**src/rtl/cp0_pkg.sv**
```systemverilog
// cp0_pkg: shared definitions for the coprocessor-0 unit.
//   - CP0 register indices used by the mfc0/mtc0 read/write interface
//   - bit positions of the SR fields (IM, EXL, IE); Cause.IP shares the IM span
//   - hwint_t: one bit per external hardware interrupt line
package cp0_pkg;

  localparam logic [4:0] CP0_SR    = 5'd12;
  localparam logic [4:0] CP0_CAUSE = 5'd13;
  localparam logic [4:0] CP0_EPC   = 5'd14;
  localparam logic [4:0] CP0_PRID  = 5'd15;

  localparam int IM_HI   = 15;
  localparam int IM_LO   = 10;
  localparam int EXL_BIT = 1;
  localparam int IE_BIT  = 0;

  typedef logic [5:0] hwint_t;

endpackage

```
**src/rtl/cp0_int_sync.sv**
```systemverilog
// cp0_int_sync: SYNC_STAGES-deep synchronizer for the six asynchronous
// hardware interrupt lines. The last stage is the Cause.IP field.
// Ports:
//   clk      system clock
//   rst      asynchronous active-high reset, clears every stage
//   hwint_i  raw interrupt lines (asynchronous to clk)
//   ip_o     synchronized interrupt-pending vector
module cp0_int_sync
  import cp0_pkg::*;
#(
  parameter int SYNC_STAGES = 2
) (
  input  logic   clk,
  input  logic   rst,
  input  hwint_t hwint_i,
  output hwint_t ip_o
);

  hwint_t stage_q [SYNC_STAGES];

  always_ff @(posedge clk or posedge rst) begin
    if (rst) begin
      for (int i = 0; i < SYNC_STAGES; i++) stage_q[i] <= '0;
    end else begin
      stage_q[0] <= hwint_i;
      for (int i = 1; i < SYNC_STAGES; i++) stage_q[i] <= stage_q[i-1];
    end
  end

  assign ip_o = stage_q[SYNC_STAGES-1];

endmodule

```
**src/rtl/cp0_unit.sv**
```systemverilog
// cp0_unit: coprocessor 0 for the multicycle MIPS core.
// Holds SR (12), Cause (13), EPC (14) and PrID (15), raises Intreq from the
// synchronized hardware interrupt lines, and saves/restores the exception PC.
// Ports:
//   clk, rst  clock and asynchronous active-high reset
//   PC        resume address, captured into EPC on EXLSet
//   DIn, Wen  mtc0 write data and one-cycle write strobe
//   SEL       CP0 register index for reads and writes
//   EXLSet    interrupt-entry strobe (EXL<=1, EPC<=PC)
//   EXLClr    eret strobe (EXL<=0)
//   HWInt     external level-sensitive interrupt lines
//   Dout      combinational read data selected by SEL
//   Intreq    interrupt request to the controller
//   EPC       exception PC, drives NPC on eret
module cp0_unit
  import cp0_pkg::*;
#(
  parameter logic [31:0] PRID        = 32'h2024_0131,
  parameter int          SYNC_STAGES = 2
) (
  input  logic        clk,
  input  logic        rst,
  input  logic [31:2] PC,
  input  logic [31:0] DIn,
  input  logic        Wen,
  input  logic [4:0]  SEL,
  input  logic        EXLSet,
  input  logic        EXLClr,
  input  hwint_t      HWInt,
  output logic [31:0] Dout,
  output logic        Intreq,
  output logic [31:2] EPC
);

  hwint_t      im_q, im_d;
  logic        exl_q, exl_d;
  logic        ie_q, ie_d;
  logic [31:2] epc_q, epc_d;
  hwint_t      ip;

  cp0_int_sync #(
    .SYNC_STAGES (SYNC_STAGES)
  ) u_sync (
    .clk     (clk),
    .rst     (rst),
    .hwint_i (HWInt),
    .ip_o    (ip)
  );

  // Later assignments win: EXLSet overrides EXLClr, which overrides an SR
  // write, for EXL; EXLSet overrides an EPC write. IM/IE only come from Wen.
  always_comb begin
    im_d  = im_q;
    ie_d  = ie_q;
    exl_d = exl_q;
    epc_d = epc_q;
    if (Wen && SEL == CP0_SR) begin
      im_d  = DIn[IM_HI:IM_LO];
      ie_d  = DIn[IE_BIT];
      exl_d = DIn[EXL_BIT];
    end
    if (Wen && SEL == CP0_EPC) epc_d = DIn[31:2];
    if (EXLClr) exl_d = 1'b0;
    if (EXLSet) begin
      exl_d = 1'b1;
      epc_d = PC;
    end
  end

  always_ff @(posedge clk or posedge rst) begin
    if (rst) begin
      im_q  <= '0;
      exl_q <= 1'b0;
      ie_q  <= 1'b0;
      epc_q <= '0;
    end else begin
      im_q  <= im_d;
      exl_q <= exl_d;
      ie_q  <= ie_d;
      epc_q <= epc_d;
    end
  end

  assign Intreq = (|(ip & im_q)) & ie_q & ~exl_q;
  assign EPC    = epc_q;

  always_comb begin
    Dout = 32'h0;
    case (SEL)
      CP0_SR:    Dout = {16'h0, im_q, 8'h0, exl_q, ie_q};
      CP0_CAUSE: Dout = {16'h0, ip, 10'h0};
      CP0_EPC:   Dout = {epc_q, 2'b00};
      CP0_PRID:  Dout = PRID;
      default:   Dout = 32'h0;
    endcase
  end

endmodule

```
**config.mk**
```make
export PLATFORM = sky130hd
export DESIGN_NAME = cp0_unit
export DESIGN_NICKNAME = d
export VERILOG_FILES = /design/src/rtl/cp0_pkg.sv /design/src/rtl/cp0_int_sync.sv /design/src/rtl/cp0_unit.sv
export SDC_FILE = /design/constraint.sdc
export NUM_CORES = 1
export LEC_CHECK = 0
export CAP_MARGIN = 5
export CORE_ASPECT_RATIO = 1.2
export CORE_UTILIZATION = 25
export DETAILED_ROUTE_END_ITERATION = 10
export GPL_TIMING_DRIVEN = 0
export PLACE_DENSITY = 0.68
export SYNTH_ARGS = -nofsm -noshare
export SYNTH_HDL_FRONTEND = slang
export SYNTH_SLANG_ARGS = --single-unit
```
**constraint.sdc**
```tcl
create_clock -name clk -period 1.6 [get_ports clk]
set_input_delay 0.32 -clock clk [delete_from_list [all_inputs] [get_ports clk]]
set_output_delay 0.32 -clock clk [all_outputs]
set_load 0.005 [all_outputs]
```
==> run summary, run 1 <==
proportion of synthesized area in mux cells = 5.319%
synthesized instance count = 273
synth unique cells = 26
die extent in x = 95.30 µm
worst setup margin = -0.06929 ns
Max Clock Freq = 599.1 MHz
DP HPWL = 7234 µm
drt via density = 5.068
GP Congestion = 0.7868
initial DRC count = 116
die height = 114.0 µm
CTS H-tree depth = 2
skew final = 0.0002313 ns
min Tclk post-route = 1.669 ns
Adder-Cell Fraction of Synth Area = 0%
CTS tree = done
Post-Syn Nets = 351
vias in the first global route = 2,931
final setup fails = 18
CP Class = in -> out
placed cell area = 4198 µm²
Critical Path Most Common Cell = buf_6
Max Cap Viol = 0
fin area = 4760 µm²
VDD IR max = 0.4628 mV
Placed Cells = 540
share of cells above drive strength 1 = 29.60%
compound-cell area share of the yosys netlist = 18.26%
PwrDens = 749.0 nW/µm²
Leak = 1.995 nW
Worst-Skew Late Latency = 0.28 ns
global-route wire length before repair = 15,120 µm
# DRC = 0
startpoint types = input pin
worst hold path class = reg -> reg
CTS buffer count = 5
Total GRT Usage = 18.54%
failing checks = negative setup slack
P&R area growth vs syn = 82.27%
synth cell count leaders = dfrtp_1 (50), nor2_1 (38), nand4b_1 (31), o21ai_0 (31), a31oi_1 (30)
CP Data Required Time = 1.28 ns
CP max-delay cell = nor3_4
nets = 523
most numerous cell in the Yosys netlist = dfrtp_1
site row count = 40
outcome = complete, but fails checks
actual slew at the worst max-slew pin = 0.6403 ns
Synth Register Bits = 50
IO buf count = 140
# fillers = 949
Syn Area/Cell = 9.565 µm²
CTS sink count = 50
Clock Tree Buf Depth = 2
ANT nets after route = 0
largest area contributor in the netlist = dfrtp_1
WHS = 0.3493 ns
Largest stage delay, worst path = 0.23 ns
DRT Pass-1 Iters = 4
largest cells by area after synthesis = dfrtp_1 (48%), nand4b_1 (10%), a31oi_1 (7.2%), o21ai_0 (5.9%), nor2_1 (5.5%)
Final Cycle Share = 104.3%
largest family of logic cells by synthesized area = simple AND/OR/NAND/NOR gates
via count = 2,899
post-synthesis sequential area ratio = 47.92%
Synth Flop Type = dfrtp_1
number of enable flip-flop cells after synthesis = 0
CP endpoint kind = primary output
initial antenna violation count = 0
drt wl/cell = 17.47 µm
Critical Path AT = 1.35 ns
fin util = 47.31%
Crit Path Max Fanout = 5
Yosys top cell area share = 47.92%
Final Max Slew Viols = 0
number of I/O pins = 141
initial core utilization = 25.96%
ant diodes = 0
critical path cell sequence = buf_8 -> nand2b_4 -> nor3_4 -> buf_6 -> buf_6 -> buf_8 -> and2_4 -> buf_6
largest net degree at the start of global routing = 28
final WL = 9995 µm
post-synthesis xor/xnor area fraction = 0%
die area = 10,860 µm²
Yosys warning count = 0
clk root buf = clkbuf_16
Finished Layout Cells = 572
Tot Pwr = 3.565 mW
gr ovfl total = 0
Core Region = 10,060 µm²
mapped cell area = 2611 µm²
RSZ-0062 raised after global routing = yes
Slew HR = 57.25%
CTS clk-pin slew, worst paths = 0.06 ns
FFs w/ async S/R, synth = 100.0%
simple-gate share of the synthesized area = 23.72%
final hold violations = 0
hold_buf cts = 0
[cell families after synthesis]
family | after synthesis
muxes | 13
DFF | 50
buffers and inverters | 31
AOI/OAI and AO/OA | 78
and+or+nand+nor | 101
[metal layers]
| layer | track usage (%) | share of wire [%] | wire length [µm] |
|---|---|---|---|
| met4 | 3.939 | 0.81 | 81 |
| met3 | 4.533 | 8.7 | 865 |
| met2 | 33.48 | 51 | 5097 |
| met5 | 0 | 0 | 0 |
| met1 | 21.84 | 40 | 3950 |
[final timing paths]
check                                        startpoint                       end  slack [ns]  cells after the start
min reg2reg                u_sync.stage_q[10]$_DFF_PP0_  u_sync.ip_o[4]$_DFF_PP0_        0.35                      0
max                                              SEL[4]                  Dout[24]       -0.07                      8
min in group asynchronous                           rst         exl_q$_DFFE_PP0P_        0.44                      2
max in group asynchronous                           rst       EPC[14]$_DFFE_PP0P_        0.63                      3
max reg2reg                           exl_q$_DFFE_PP0P_         exl_q$_DFFE_PP0P_        0.59                      3
min                        u_sync.stage_q[10]$_DFF_PP0_  u_sync.ip_o[4]$_DFF_PP0_        0.35                      0
[critical path: cells and delay by family]
| kind | cells | cell delay, ns |
|---|---|---|
| buf+inv | 5 | 0.50 |
| simple gates | 3 | 0.52 |
[cell usage in the layout (no fill, tap or decap), types with 3 or more instances in the layout]
cell type,count
clkdlybuf4s50_1,102
dfrtp_1,50
nor2_1,34
nand4b_1,31
o21ai_0,31
buf_6,31
a31oi_1,30
buf_2,22
and2_4,16
clkbuf_1,15
buf_4,11
mux2_2,7
a21o_1,6
a2bb2oi_2,5
clkbuf_16,5
mux2i_1,4
clkbuf_2,3
buf_8,3
nor2_2,3
a22oi_2,3
[sequential cells by signal, indices dropped and copies added (netlist names)]
| name | cells |
|---|---|
| EPC | 30 |
| ie_q | 1 |
| u_sync.stage_q | 6 |
| u_sync.ip_o | 6 |
| exl_q | 1 |
| im_q | 6 |
[metrics by stage]
stage / setup slack [ns] / TNS [ns]
finish: -0.06929 / -0.5652
global route: -0.1121 / -1.698
CTS: -0.09676 / -1.363
detailed placement: -1.453 / -57.73
global placement: -1.458 / -104.66
floorplan: 0.07883 / 0
[where the power goes]
group / switching, mW / internal, mW / total, mW
clock network: 0.484 / 0.741 / 1.22
logic: 0.327 / 0.521 / 0.848
registers: 0.105 / 1.39 / 1.49
[final cells by class]
cell class,count,area (µm²),area share [%]
Buffer,25,131.4,2.760
Clock buffer,5,125.1,2.629
Clock inverter,3,43.79,0.9201
Inverter,4,15.01,0.3155
Multi-Input combinational cell,192,1405,29.52
Sequential cell,50,1251,26.29
Tap cell,126,157.7,3.312
Timing Repair Buffer,167,1630,34.25
[timing repair]
action	CTS	global route
resized for setup	219	32
pin swaps	29	9
buffers inserted	26	1
gates cloned	2	0
setup endpoints to repair	71	41
Note: power is estimated with default switching activity, not from simulation.
==> run 2: changes to the inputs <==
--- a/config.mk
+++ b/config.mk
@@ -12,4 +12,5 @@
 export GPL_TIMING_DRIVEN = 0
 export PLACE_DENSITY = 0.68
+export SETUP_SLACK_MARGIN = 0.15
 export SYNTH_ARGS = -nofsm -noshare
 export SYNTH_HDL_FRONTEND = slang
==> constraint.sdc (replaced) <==
create_clock -name clk -period 1.6 [get_ports clk]
set_input_delay 0.16 -clock clk [delete_from_list [all_inputs] [get_ports clk]]
set_output_delay 0.16 -clock clk [all_outputs]
set_load 0.005 [all_outputs]
==> run summary, run 2 (synthesis results as in run 1) <==
outcome = finished, final reports clean
Placed Cells = 540 (unchanged)
final WL = 9851 µm (-1.4%)
IO buf count = 140 (unchanged)
initial core utilization = 25.96% (unchanged)
die area = 10,860 µm² (unchanged)
ANT nets after route = 0 (unchanged)
Worst-Skew Late Latency = 0.29 ns (about the same)
CTS tree = done
DP HPWL = 7234 µm (unchanged)
Critical Path AT = 1.30 ns (-0.05 ns)
initial DRC count = 116 (unchanged)
most common cell after layout, fill and taps aside = clkdlybuf4s50_1
min Tclk post-route = 1.461 ns (-0.2078 ns)
PwrDens = 776.4 nW/µm² (+3.6%)
global-route wire length before repair = 14,810 µm (-2.0%)
drt wl/cell = 17.50 µm (+0.13%)
skew final = 0.0002322 ns (+0.0000009160 ns)
final setup fails = 0 (-18)
Max Clock Freq = 684.2 MHz (+14%)
gr ovfl total = 0 (unchanged)
CTS buffer count = 5 (unchanged)
Max Cap Viol = 0 (unchanged)
Clock Tree Buf Depth = 2 (unchanged)
largest net degree at the start of global routing = 28 (unchanged)
Slew HR = 57.54% (+0.29 points)
vias in the first global route = 2,843 (-3.0%)
CTS clk-pin slew, worst paths = 0.07 ns (about the same)
share of cells above drive strength 1 = 21.28% (-8.3 points)
CTS H-tree depth = 2 (unchanged)
Core Region = 10,060 µm² (unchanged)
WHS = 0.2745 ns (-0.07487 ns)
DRT Pass-1 Iters = 6 (+2)
nets = 514 (-1.7%)
commonest cells after routing, fill and taps aside = clkdlybuf4s50_1 (102), dfrtp_1 (50), nor2_1 (37), nand4b_1 (31), o21ai_0 (31)
Total GRT Usage = 18.16% (-0.38 points)
die extent in x = 95.30 µm (unchanged)
initial antenna violation count = 0 (unchanged)
RSZ-0062 raised after global routing = yes
actual slew at the worst max-slew pin = 0.6360 ns (-0.004321 ns)
via count = 2,830 (-2.4%)
Finished Layout Cells = 563 (-1.6%)
CP Data Required Time = 1.44 ns (+0.16 ns)
# DRC = 0 (unchanged)
die height = 114.0 µm (unchanged)
Largest register FFs = 30 (unchanged)
number of I/O pins = 141 (unchanged)
worst hold path class = in -> async
P&R area growth vs syn = 73.60%
Final Max Slew Viols = 0 (unchanged)
ant diodes = 0 (unchanged)
# fillers = 986 (+3.9%)
CP endpoint kind = primary output
Final Cycle Share = 91.34% (-13 points)
register with the most flip-flops = EPC
drt via density = 5.027 (-0.82%)
Crit Path Max Fanout = 2 (-3)
Leak = 1.937 nW (-2.9%)
final hold violations = 0 (unchanged)
startpoint types = flop
GP Congestion = 0.7868 (unchanged)
CP Class = reg -> out
site row count = 40 (unchanged)
CTS sink count = 50 (unchanged)
VDD IR max = 0.4675 mV (+1.0%)
clk root buf = clkbuf_16
[run 2: what timing repair did]
action,in CTS,in global routing
buffers inserted,12,2
hold buffers,0,0
endpoints found under the setup margin,70,35
resized for setup,144,20
gates cloned,2,0
pin swaps,6,3
[run 2: critical path, stage by stage (launching register included)]
cell	delay, ns
dfrtp_1	0.37
buf_6	0.11
a22oi_2	0.07
a311oi_2	0.31
buf_2	0.16
[run 2: path summary, 6_finish.rpt]
| check | startpoint | end | slack (ns) | cells after the start |
|---|---|---|---|---|
| setup / recovery | im_q[5]$_DFFE_PP0P_ | Intreq | 0.14 | 4 |
| hold / removal | rst | exl_q$_DFFE_PP0P_ | 0.27 | 2 |
| setup reg to reg | exl_q$_DFFE_PP0P_ | exl_q$_DFFE_PP0P_ | 0.58 | 3 |
| hold reg to reg | u_sync.stage_q[6]$_DFF_PP0_ | u_sync.ip_o[0]$_DFF_PP0_ | 0.35 | 0 |
| max in group asynchronous | rst | EPC[12]$_DFFE_PP0P_ | 0.79 | 3 |
| min in group clk | HWInt[3] | u_sync.stage_q[9]$_DFF_PP0_ | 0.30 | 1 |
[run 2: layer usage]
layer | vias to the layer above | share of wire (%) | track usage, %
li1 | 1329 | - | -
met1 | 1365 | 40 | 21.64
met2 | 130 | 51 | 32.48
met3 | 6 | 8.1 | 4.467
met4 | 0 | 0.69 | 3.939
met5 | - | 0 | 0
[run 2: cell type report]
type                       count  area, µm²  share of cell area, %
buffer                        26      140.1                  3.091
clock buffer                   5      125.1                  2.760
clock inverter                 3      43.79                 0.9660
inverter                       4      15.01                 0.3312
multi-input combinational    192       1344                  29.64
sequential                    50       1251                  27.60
tap                          126      157.7                  3.478
timing repair buffer         157       1456                  32.13
[run 2: metrics by stage]
stage          util (%)  power [mW]  setup WS (ns)  instance area (µm²)  TNS (ns)
2_1_floorplan         -       1.766         0.2388                 2611         0
3_3_place_gp      41.46       2.231         -1.138                 4170    -80.24
3_5_place_dp      41.73       2.257         -1.133                 4198    -41.28
4_1_cts           45.12       3.543         0.1049                 4539         0
5_1_grt           45.06       3.694        0.07362                 4533         0
6_report          45.06       3.519         0.1385                 4533         0
[run 2: where the power goes]
group | internal [mW] | leakage, nW | switching (mW) | total [mW]
combinational | 0.491 | 1.28 | 0.318 | 0.809
sequential | 1.39 | 0.574 | 0.0982 | 1.49
clock | 0.741 | 0.0842 | 0.485 | 1.23
==> run 3: changes to the inputs <==
CAP_MARGIN = 20   (was 5)
SLEW_MARGIN = 20   (was unset)
==> results of run 3 <==
No change in the layout: final DEF, timing and power equal those of run 2.
==> variant 1 (settings of run 3) <==
`SYNC_STAGES` is set to 2 in 2 places; all go to 1.
--- a/src/rtl/cp0_int_sync.sv
+++ b/src/rtl/cp0_int_sync.sv
@@ -8,7 +8,7 @@
 module cp0_int_sync
   import cp0_pkg::*;
 #(
-  parameter int SYNC_STAGES = 2
+  parameter int SYNC_STAGES = 1
 ) (
   input  logic   clk,
   input  logic   rst,
--- a/src/rtl/cp0_unit.sv
+++ b/src/rtl/cp0_unit.sv
@@ -16,7 +16,7 @@
   import cp0_pkg::*;
 #(
   parameter logic [31:0] PRID        = 32'h2024_0131,
-  parameter int          SYNC_STAGES = 2
+  parameter int          SYNC_STAGES = 1
 ) (
   input  logic        clk,
   input  logic        rst,
Function: changed (Yosys sat finds a counterexample within 4 cycles, from zero or initial values and one cycle with rst high).
==> variant 1 against run 3 <==
- final area fell by 3.7%
- clock skew barely moved
- non-clock buffer count rose by 5
- sequential cell count fell by 6
- synthesized area fell by 5.7%
- worst setup slack improved by 31 ps
- routed wire length rose by 2.3%
- register-to-register slack barely moved
- worst hold slack got worse by 74 ps
- power fell by 12%
- sequential power fell by 11%
- critical endpoint is now Dout[18]
- largest power group unchanged
==> variant 1: results (changes against run 3) <==
FF+latch area=1100 um2 (was 1250 um2); mux cell area share after synthesis=0.0564 (was 0.0532); First-pass DRT Iterations=4 (was 6); Metal-1 WL=4040 um (was 3960 um); Placed Area=4040 um2 (was 4200 um2); site row count=39 (was 40); pin count of the biggest net entering global routing=27 (was 28); WL final=10100 um (was 9850 um); GPL Wtd Cong=0.822 (was 0.787); Pleak=1.87 nW (was 1.94 nW); Int Pwr=2.28 mW (was 2.62 mW); gr usage total=0.199 (was 0.182); fin nets=513 (was 514); Yosys reg bits=44 (was 50); maximum VDD drop=0.381 mV (was 0.467 mV); M3 GR Usage=0.0377 (was 0.0447); placed insts=531 (was 540); outcome=finished, final reports clean (unchanged); Flop pwr share=0.428 (was 0.422); first-pass GRT wire length=15900 um (was 14800 um); Non-clock buffers=188 (was 183); sequential share of the synthesized area=0.447 (was 0.479); WL met2=5170 um (was 5020 um); Non-clock buffering overhead=0.372 (was 0.352); Final HPWL DP=7240 um (was 7230 um); fraction of layout instances using a drive strength above 1=0.234 (was 0.213); worst clock skew=0 ps (was 0.232 ps); Met3 Routed Length=585 um (was 802 um); complex-gate fraction of the synthesized area=0.194 (was 0.183); Synth top area share=0.447 (was 0.479); crit-path max FO=6 (was 2); routing usage on met2=0.343 (was 0.325); Post-Syn Nets=345 (was 351)
variant 1: changes by cell type after synthesis, sizes merged:
cell | before | now
dfrtp | 50 | 44
variant 1: repair_timing:
| action | in CTS | in global routing |
|---|---|---|
| gates cloned | 2 | 0 |
| resized for setup | 160 | 41 |
| pin swaps | 6 | 5 |
| endpoints found under the setup margin | 71 | 53 |
| buffers inserted | 15 | 3 |
variant 1: worst max-delay path by stage:
stage	from	to	slack, ps	cells after the start
after floorplan	rst	EPC[10]	410	1
after global placement	SEL[4]	Dout[18]	-1080	6
after detailed placement	SEL[4]	Dout[18]	-1100	6
after CTS	SEL[4]	Dout[9]	50	9
after global routing	ie_q	Dout[0]	120	4
final	SEL[1]	Dout[18]	170	9
variant 1: critical path: stages:
cell and delay [ps]:
clkbuf_4 160, nand2b_4 90, nor3_4 50, buf_4 140
buf_6 110, buf_4 130, clkbuf_16 150, a21o_1 170
buf_2 130
==> variant 2 (config.mk and constraints of run 3) <==
Made on the original files. Put one more register stage on the output `EPC`, without a reset. The value now appears one clock later. The other outputs are not delayed to match.
--- a/src/rtl/cp0_unit.sv
+++ b/src/rtl/cp0_unit.sv
@@ -82,7 +82,9 @@
   end
 
   assign Intreq = (|(ip & im_q)) & ie_q & ~exl_q;
-  assign EPC    = epc_q;
+  always_ff @(posedge clk) begin
+    EPC <= epc_q;
+  end
 
   always_comb begin
     Dout = 32'h0;
Behaviour: not the same (a bounded check fails within 4 cycles, from zero or initial values and one cycle with rst high).
==> variant 2 against run 3 <==
- die area is 23% higher
- worst setup slack got worse by 95 ps
- routed wire length grew 13%
- synthesized area rose by 23%
- first-iteration DRC count is 110% higher
- combinational power is 2% higher
- final area is 18% higher
- utilization shrank 2.5 points
- power up 45%
- global-route usage down 1.2 points
- sequential cell count up 30
- critical path type unchanged
==> variant 2: results (changes against run 3) <==
placed insts=608 (was 540); Detailed Route Iter0 Violations=249 (was 116); Final HPWL DP=7950 um (was 7230 um); Reg2Reg Setup Slack=approximately 570 ps; Synth Instances=303 (was 273); P_sw=1.21 mW (was 0.901 mW); post-CTS setup buffers=14 (was 12); vias per cell=4.80 (was 5.03); worst setup path endpoint=Intreq (unchanged); outcome=finished, final reports clean (unchanged); Power Clock=1.98 mW (was 1.23 mW); worst slew pin tran=494 ps (was 636 ps); routing usage on met2=0.294 (was 0.325); seq pwr=2.32 mW (was 1.49 mW); gr usage total=0.169 (was 0.182); Cell variety after synth=27 (was 26); M1 GR Usage=0.204 (was 0.216); Synth area leaders=dfrtp_1 39%, dfxtp_1 19%, nand4b_1 8.5% (was dfrtp_1 48%, nand4b_1 10%, a31oi_1 7.2%); GPL Wtd Cong=0.794 (was 0.787); Worst Setup SP=im_q[2] (was im_q[5]); sequential share of the synthesized area=0.577 (was 0.479); WL final=11100 um (was 9850 um); Placed Area=4840 um2 (was 4200 um2); CP max-delay cell=dfrtp_1 (unchanged); biggest regs=EPC: 30 flops, epc_q: 30 flops; fraction of registers with async set or reset after synthesis=0.625 (was 1.00); Worst Reg-to-Reg Cells=3 (unchanged); Worst-path clk slew=roughly 60 ps; PortBufs=140 (unchanged); Clock Latency Late Sink=330 ps (was 290 ps); H-Tree Depth=3 (was 2); Met3 Routed Length=687 um (was 802 um); vias in the first global route=3126 (was 2843); M3 GR Usage=0.0373 (was 0.0447); Ys Warns=0 (unchanged); Top delay family on crit path=flip-flops (was compound AO/OA/AOI/OAI gates); post-CTS sizing=154 (was 144); Final Non-Filler Cells=644 (was 563); First-pass DRT Iterations=4 (was 6); Pleak=2.28 nW (was 1.94 nW); maximum VDD drop=0.720 mV (was 0.467 mV); HP Class=in -> async (unchanged); post-place setup slack=-1180 ps (was -1130 ps); Hold Slack=168 ps (was 274 ps); TritonCTS Buffers=9 (was 5); CP arrival=1400 ps (was 1300 ps); first-pass GRT wire length=17100 um (was 14800 um); Metal-1 WL=4590 um (was 3960 um); max incr delay on CP=400 ps (was 370 ps); pin count of the biggest net entering global routing=34 (was 28); fin nets=554 (was 514); Post-Syn Nets=381 (was 351); worst clock skew=4.29 ps (was 0.232 ps); WL met2=5610 um (was 5020 um); fraction of layout instances using a drive strength above 1=0.206 (was 0.213); crit-path max FO=2 (unchanged); Synth top cells by count=50 x dfrtp_1, 38 x nor2_1, 31 x nand4b_1, 31 x o21ai_0 (was 50 x dfrtp_1, 38 x nor2_1, 31 x nand4b_1, 31 x o21ai_0, 30 x a31oi_1)
-- variant 2: metrics by stage --
| stage | power [mW] | setup TNS [ps] |
|---|---|---|
| 6_report | 5.12 | 0 |
| 2_1_floorplan | 2.61 | 0 |
| 3_3_place_gp | 3.09 | -78850 |
| 5_1_grt | 5.35 | -2.66 |
| 3_5_place_dp | 3.12 | -41600 |
| 4_1_cts | 5.14 | 0 |
-- variant 2: area by class of cell --
| cell class | count | area (um2) |
|---|---|---|
| fill | 1220 | 7240 |
| buffer | 26 | 154 |
| clock inverter | 4 | 48.8 |
| sequential | 80 | 1850 |
| inverter | 4 | 15.0 |
| tap | 164 | 205 |
| timing repair buffer | 163 | 1530 |
| clock buffer | 11 | 233 |
| multi-input combinational | 192 | 1330 |
-- variant 2: logic make-up (layout without fill, tap and decap cells) --
group,after synthesis,count (layout),synth area share
AOI/OAI and AO/OA,78,78,0.148
buffers and inverters,31,208,0.0390
DFF,80,80,0.577
muxes,13,13,0.0432
and+or+nand+nor,101,101,0.193
